**src/rtl/hazard_pkg.sv**
```systemverilog
// Shared constants for the scalar/vector hazard unit.
//   FWD_*        : E-stage operand mux select encodings
//   VEC_FUNCT7   : funct7 value marking vector-class opcodes
//   DEFAULT_REG_AW: default register index width for both classes
package hazard_pkg;

    localparam logic [1:0] FWD_RF = 2'b00;  // operand from register file
    localparam logic [1:0] FWD_W  = 2'b01;  // operand from W-stage result
    localparam logic [1:0] FWD_M  = 2'b10;  // operand from M-stage result

    localparam logic [6:0] VEC_FUNCT7 = 7'b1010101;

    localparam int DEFAULT_REG_AW = 5;

endpackage

```
**src/rtl/vreg_busy_counter.sv**
```systemverilog
// Busy timer for one vector register.
//   clk, rst : clock, synchronous active-high reset
//   load     : destination claimed by a multi-cycle vector op this cycle
//   busy     : register result not yet written back
// Loading has priority over the per-cycle decrement.
module vreg_busy_counter #(
    parameter int CNT_W = 4,
    parameter int VLAT  = 4
) (
    input  logic clk,
    input  logic rst,
    input  logic load,
    output logic busy
);

    logic [CNT_W-1:0] cnt_d;
    logic [CNT_W-1:0] cnt_q;

    // NOTE: cnt_d takes its hold value first so every path assigns it and no latch is inferred.
    always_comb begin
        cnt_d = cnt_q;
        if (load) begin
            cnt_d = CNT_W'(VLAT);
        end else if (cnt_q != '0) begin
            cnt_d = cnt_q - CNT_W'(1);
        end
    end

    // NOTE: state updates use <= so every flop samples pre-edge values regardless of block order.
    always_ff @(posedge clk) begin
        if (rst) begin
            cnt_q <= '0;
        end else begin
            cnt_q <= cnt_d;
        end
    end

    assign busy = (cnt_q != '0);

endmodule

```
**src/rtl/hazard_scoreboard.sv**
```systemverilog
// Hazard unit for the dual scalar/vector F/D/E/M/W pipeline.
//   Inputs : D/E/M/W register indices, class flags, write enables, load and
//            multi-cycle vector issue flags, taken-branch flag from E.
//   Outputs: per-class E operand forwarding selects, F/D stall, D/E flush,
//            per-vector-register busy flags, saturating stall-cycle counter.
// Forwarding and stall are combinational; the vector busy scoreboard and the
// stall counter are the only state (one cycle latency).
module hazard_scoreboard
    import hazard_pkg::*;
#(
    parameter int REG_AW  = DEFAULT_REG_AW,
    parameter int VLAT    = 4,
    parameter int CNT_W   = 4,
    parameter bit V0_ZERO = 1'b0,
    parameter int PERF_W  = 32
) (
    input  logic                  clk,
    input  logic                  rst,
    input  logic [REG_AW-1:0]     Rs1D,
    input  logic [REG_AW-1:0]     Rs2D,
    input  logic [REG_AW-1:0]     RdD,
    input  logic                  VecD,
    input  logic                  WriteD,
    input  logic [REG_AW-1:0]     Rs1E,
    input  logic [REG_AW-1:0]     Rs2E,
    input  logic [REG_AW-1:0]     RdE,
    input  logic                  VecE,
    input  logic                  ResultSrcE0,
    input  logic                  VMulIssueE,
    input  logic [REG_AW-1:0]     RdM,
    input  logic [REG_AW-1:0]     RdW,
    input  logic                  RegWriteM,
    input  logic                  RegWriteW,
    input  logic                  VecM,
    input  logic                  VecW,
    input  logic                  PCSrcE,
    output logic [1:0]            ForwardAE,
    output logic [1:0]            ForwardBE,
    output logic [1:0]            VForwardAE,
    output logic [1:0]            VForwardBE,
    output logic                  StallF,
    output logic                  StallD,
    output logic                  FlushD,
    output logic                  FlushE,
    output logic [2**REG_AW-1:0]  VBusy,
    output logic [PERF_W-1:0]     StallCycles
);

    localparam int NREG = 2**REG_AW;

    // An index takes part in hazards unless it names a hardwired-zero register.
    function automatic logic live(input logic [REG_AW-1:0] idx, input logic vec);
        return (idx != '0) || (vec && !V0_ZERO);
    endfunction

    // Select for one E operand of one class; M wins over W.
    function automatic logic [1:0] fwd_sel(input logic [REG_AW-1:0] rs, input logic cls);
        logic [1:0] sel;
        sel = FWD_RF;
        if (VecE == cls && live(rs, cls)) begin
            if (RegWriteM && VecM == cls && rs == RdM) begin
                sel = FWD_M;
            end else if (RegWriteW && VecW == cls && rs == RdW) begin
                sel = FWD_W;
            end
        end
        return sel;
    endfunction

    logic              lw_stall;
    logic              sb_stall;
    logic              issue_stall;
    logic              stall;
    logic              vmul_load;
    logic [NREG-1:0]   vload;
    logic [PERF_W-1:0] stall_cycles_d;
    logic [PERF_W-1:0] stall_cycles_q;

    always_comb begin
        lw_stall = ResultSrcE0 && (VecE == VecD) && live(RdE, VecE)
                   && (RdE == Rs1D || RdE == Rs2D);

        sb_stall = VecD && ((VBusy[Rs1D] && live(Rs1D, 1'b1))
                         || (VBusy[Rs2D] && live(Rs2D, 1'b1))
                         || (WriteD && VBusy[RdD] && live(RdD, 1'b1)));

        // The busy counter for RdE only becomes visible next cycle, so an
        // issuing vector op must block a dependent D instruction directly.
        issue_stall = VMulIssueE && VecD && live(RdE, 1'b1)
                      && (RdE == Rs1D || RdE == Rs2D || (WriteD && RdE == RdD));

        stall = lw_stall || sb_stall || issue_stall;

        // A taken branch does not cancel the op already in E, so it still claims RdE.
        vmul_load = VMulIssueE && !lw_stall && live(RdE, 1'b1);

        ForwardAE  = FWD_RF;
        ForwardBE  = FWD_RF;
        VForwardAE = FWD_RF;
        VForwardBE = FWD_RF;
        StallF     = 1'b0;
        StallD     = 1'b0;
        FlushD     = 1'b0;
        FlushE     = 1'b0;
        if (!rst) begin
            ForwardAE  = fwd_sel(Rs1E, 1'b0);
            ForwardBE  = fwd_sel(Rs2E, 1'b0);
            VForwardAE = fwd_sel(Rs1E, 1'b1);
            VForwardBE = fwd_sel(Rs2E, 1'b1);
            StallF     = stall && !PCSrcE;
            StallD     = stall && !PCSrcE;
            FlushD     = PCSrcE;
            FlushE     = stall || PCSrcE;
        end

        stall_cycles_d = stall_cycles_q;
        if (StallD && stall_cycles_q != '1) begin
            stall_cycles_d = stall_cycles_q + PERF_W'(1);
        end
    end

    for (genvar r = 0; r < NREG; r++) begin : g_busy
        assign vload[r] = vmul_load && (RdE == REG_AW'(r));

        vreg_busy_counter #(
            .CNT_W (CNT_W),
            .VLAT  (VLAT)
        ) u_cnt (
            .clk  (clk),
            .rst  (rst),
            .load (vload[r]),
            .busy (VBusy[r])
        );
    end

    always_ff @(posedge clk) begin
        if (rst) begin
            stall_cycles_q <= '0;
        end else begin
            stall_cycles_q <= stall_cycles_d;
        end
    end

    assign StallCycles = stall_cycles_q;

endmodule
```
**config.mk**
```make
export PLATFORM = sky130hd
export DESIGN_NAME = hazard_scoreboard
export DESIGN_NICKNAME = d
export VERILOG_FILES = /design/src/rtl/hazard_pkg.sv /design/src/rtl/vreg_busy_counter.sv /design/src/rtl/hazard_scoreboard.sv
export SDC_FILE = /design/constraint.sdc
export NUM_CORES = 1
export LEC_CHECK = 0
export ABC_AREA = 1
export BUFFER_PORTS_ARGS = -buffer_cell sky130_fd_sc_hd__buf_4
export CORE_ASPECT_RATIO = 0.5
export CORE_MARGIN = 3
export CORE_UTILIZATION = 40
export DETAILED_ROUTE_END_ITERATION = 12
export GPL_TIMING_DRIVEN = 0
export PLACE_DENSITY = 0.58
export SLEW_MARGIN = 10
export SYNTH_ARGS = -nofsm -noshare
export SYNTH_HDL_FRONTEND = slang
export SYNTH_SLANG_ARGS = --single-unit
```
**constraint.sdc**
```tcl
create_clock -name clk -period 2.4 [get_ports clk]
set_clock_uncertainty 0.15 [all_clocks]
set_input_delay 0.24 -clock clk [delete_from_list [all_inputs] [get_ports clk]]
set_output_delay 0.24 -clock clk [all_outputs]
set_load 0.02 [all_outputs]
```
==> run summary <==
Run status - finished, violations left
Failing checks - setup timing
Top_reg_cell synth - dfxtp_1
Post-synth top area share - 29.0%
CTS sink count - 160
First-pass GRT wire length - 57.9 mm
Setup crit start - g_busy[14].u_cnt.cnt_q[0]$_SDFFE_PP0P_
Critical Path Most Common Cell - nand2_1
VDD IR-drop max - 0.595 mV
Logic gate share of total power - 58.7%
RSZ-0062 raised after global routing - yes
Vias in the first global route - 11045
Slew Limit Fails - 0
Reg2reg setup slack - -0.09 ns
Fmax - 0.333 GHz
NetSw - 7.62 mW
Grt total ovfl - 0
RR Startpoint - g_busy[14].u_cnt.cnt_q[0]$_SDFFE_PP0P_
Cell Area, Synth - 0.0111 mm²
DRC - 0
Worst setup SP type - flop
Clock Power Share - 17.6%
Final Total Pwr - 17.4 mW
Synth Area in Simple Gates - 37.1%
Pre-Repair DR Iteration Count - 5
Hold_buf cts - 0
Number of H-tree levels - 4
Horiz. Die Dim - 241 µm
Count of flip-flops with a built-in enable after synthesis - 0
Post-synth top area cell - dfxtp_1
DP Wirelength - 27.0 mm
Critical R2R Capture - StallCycles[24]$_SDFFE_PP0P_
Core area - 0.0268 mm²
RD Place Congestion - 0.993
Routed via count - 11522
Clk_lat worst skew - 0.46 ns
Switch share - 43.7%
Ys async rst share - 0%
Die height - 124 µm
Die ar. - 0.0298 mm²
Count leader, synth - nand2_1
Fill count - 2668
Crit Path Class - reg2out
Mux contribution to synthesized area - 0%
Crit path largest cell delay - 0.33 ns
Nets - 1942
Row count - 42
Initial detailed-routing violation count - 826
Area Overhead vs Synth - 28.4%
Clock Tree Root - clkbuf_16
Ys Warns - 0
Register area - 0.00323 mm²
Setup ws final - -0.604 ns
Number of synthesized register bits - 160
Initial antenna violation count - 0
Synth Area in Compound Gates - 8.17%
WL final - 36.9 mm
GRT Total Usage - 24.9%
I/O pin count - 128
CTS tree - built
CP Capture Type - output pin
Mapped Avg Cell Area - 6.79 µm²
FF-to-FF path depth - 21
Critical-path cell list - inv_2, ha_4, nand2_1, nor2_2, nand2_1, nand3_1, nand3_2, nand2_2, nand2_1, nand3_1, nand2_1, nor2_2, nand2_2, nand2_4, nand2_8, buf_8, nand2_4, nor2_4, buf_6, buf_6
Worst hold path type - in2reg
Vias per cell - 5.26
Cts bufs inserted - 17
Final Hold Viols - 0
Static leakage - 6.53 nW
Req. time, crit path - 2.01 ns
Register area share after synthesis - 29.0%
Largest net degree at the start of global routing - 17
Commonest cells in the synthesized netlist - 368 x nand2_1, 208 x inv_1, 163 x nor2_1
Clk pin slew, worst setup/hold paths - 0.07 ns
Largest family of logic cells by synthesized area - simple AND/OR/NAND/NOR gates
Critical path arrival - 2.61 ns
Final TNS setup - -3.59 ns
Diodes inserted - 0
Normalized max-slew margin - 45.1%
Final period util - 125%
I/O Buffers - 118
Final setup fails - 35
Slowest cell on the critical path - dfxtp_2
Seq pwr share - 23.7%
Post-Synth Adder-Cell Area - 7.36%
Final min period - 3.00 ns
Worst slew pin tran - 0.823 ns
Crit path to - StallF
Clock buffer depth - 2
Cells after synthesis - 1628
Share of layout cells above drive strength 1 - 29.3%
Detail Route Antenna Nets - 0
Critical Path Fanout Max - 2
Max-Cap Viols - 0
Synth Area in XOR/XNOR - 4.68%
DR WL/cell - 16.8 µm
Unique cell type count in the Yosys netlist - 46
Initial Utilization - 41.2%
PD cells - 1230 mW/mm²
Multi-input logic area - 0.00699 mm²
Area contributors post-synth - dfxtp_1 29%, nand2_1 12%, ha_1 7.4%
Pint - 9.82 mW
Syn Nets - 1745
[worst min path at each step]
stage | startpoint | endpoint | slack [ns] | depth (start not counted)
6_report | PCSrcE | StallCycles[31]$_SDFFE_PP0P_ | 0.08 | 6
4_1_cts | RdE[4] | g_busy[11].u_cnt.cnt_q[2]$_SDFFE_PP0P_ | 0.05 | 4
2_1_floorplan | g_busy[12].u_cnt.cnt_q[0]$_SDFFE_PP0P_ | g_busy[12].u_cnt.cnt_q[0]$_SDFFE_PP0P_ | 0.29 | 2
3_3_place_gp | g_busy[12].u_cnt.cnt_q[0]$_SDFFE_PP0P_ | g_busy[12].u_cnt.cnt_q[0]$_SDFFE_PP0P_ | 0.30 | 2
3_5_place_dp | g_busy[1].u_cnt.cnt_q[0]$_SDFFE_PP0P_ | g_busy[1].u_cnt.cnt_q[0]$_SDFFE_PP0P_ | 0.30 | 2
5_1_grt | RdE[4] | g_busy[11].u_cnt.cnt_q[2]$_SDFFE_PP0P_ | 0.10 | 4
[power by group through the flow]
| stage | Combinational (mW) | Clock (mW) | Sequential, mW |
|---|---|---|---|
| 2_1_floorplan | 6.31 | 0 | 3.98 |
| 5_1_grt | 11.3 | 3.24 | 4.23 |
| 3_3_place_gp | 8.13 | 0 | 4.06 |
| 4_1_cts | 9.67 | 3.12 | 4.09 |
| 6_report | 10.2 | 3.07 | 4.13 |
| 3_5_place_dp | 8.37 | 0 | 4.10 |
[sequential cells by signal, indices dropped and copies added, names as in the netlist]
signal              flops
StallCycles            32
g_busy.u_cnt.cnt_q    128
[logic make-up (layout without fill, tap and decap cells)]
group	Yosys count	after routing
compound gates	150	150
xor+xnor	59	59
fa+ha+maj	65	65
buf+inv	329	539
flops	160	160
simple gates	865	865
[stage by stage]
| stage | hold WS [ns] | setup WS [ns] | util (%) | instance area, µm² | instances |
|---|---|---|---|---|---|
| CTS | 0.0531 | -0.573 | 51.9 | 13900 | 2174 |
| detailed placement | 0.300 | -0.544 | 46.2 | 12400 | 2098 |
| global route | 0.100 | -0.745 | 53.0 | 14200 | 2190 |
| floorplan | 0.288 | 0.00115 | - | 11100 | 1628 |
| finish | 0.0753 | -0.604 | 53.0 | 14200 | 2190 |
| global placement | 0.300 | -0.505 | 46.2 | 12400 | 2098 |
[critical path: cells and delay by family, from the launching register on]
| family | cells | cell delay (ns) |
|---|---|---|
| buffers and inverters | 4 | 0.46 |
| AND/OR/NAND/NOR | 15 | 1.22 |
| flip-flops | 1 | 0.33 |
| adder cells (fa/ha/maj) | 1 | 0.13 |
[area by class of cell]
type                       count  share of cell area (%)
tap                          352                    3.10
timing repair buffer         178                    9.49
multi-input combinational   1139                    49.3
clock buffer                  18                    3.09
buffer                        73                    3.90
clock inverter                14                    1.44
inverter                     256                    6.95
sequential                   160                    22.8
[routing by layer]
metal / share of wire, % / routed length, µm / GRT usage [%] / vias up
met2: 47 / 17400 / 41.8 / 311
li1: - / - / - / 5655
met1: 45 / 16700 / 32.6 / 5498
met3: 5.5 / 2040 / 4.70 / 58
met5: 0 / 0 / 0 / -
met4: 2.0 / 731 / 7.75 / 0
[repair_timing]
item | 4_1_cts | 5_1_grt
setup buffers | 44 | 16
gates resized for setup | 153 | 47
endpoints found under the hold margin | 0 | 0
pin swaps | 42 | 15
endpoints found under the setup margin | 35 | 35
[layout by cell type (no fill, tap or decap), drive strengths merged, types with 3 or more instances in the layout]
cell type,instances
clkbuf,33
xor2,49
buf,236
o21a,7
nor2,179
ha,65
dfxtp,160
or2,3
nand3,170
a31oi,3
inv,261
nand2,380
o22ai,7
a221oi,7
xnor2,10
nor3,22
o21ai,15
bufinv,4
nand4,54
nor4,41
a211oi,24
and3,10
clkinv,3
a21oi,85
Note: power is estimated with default switching activity, not from simulation.
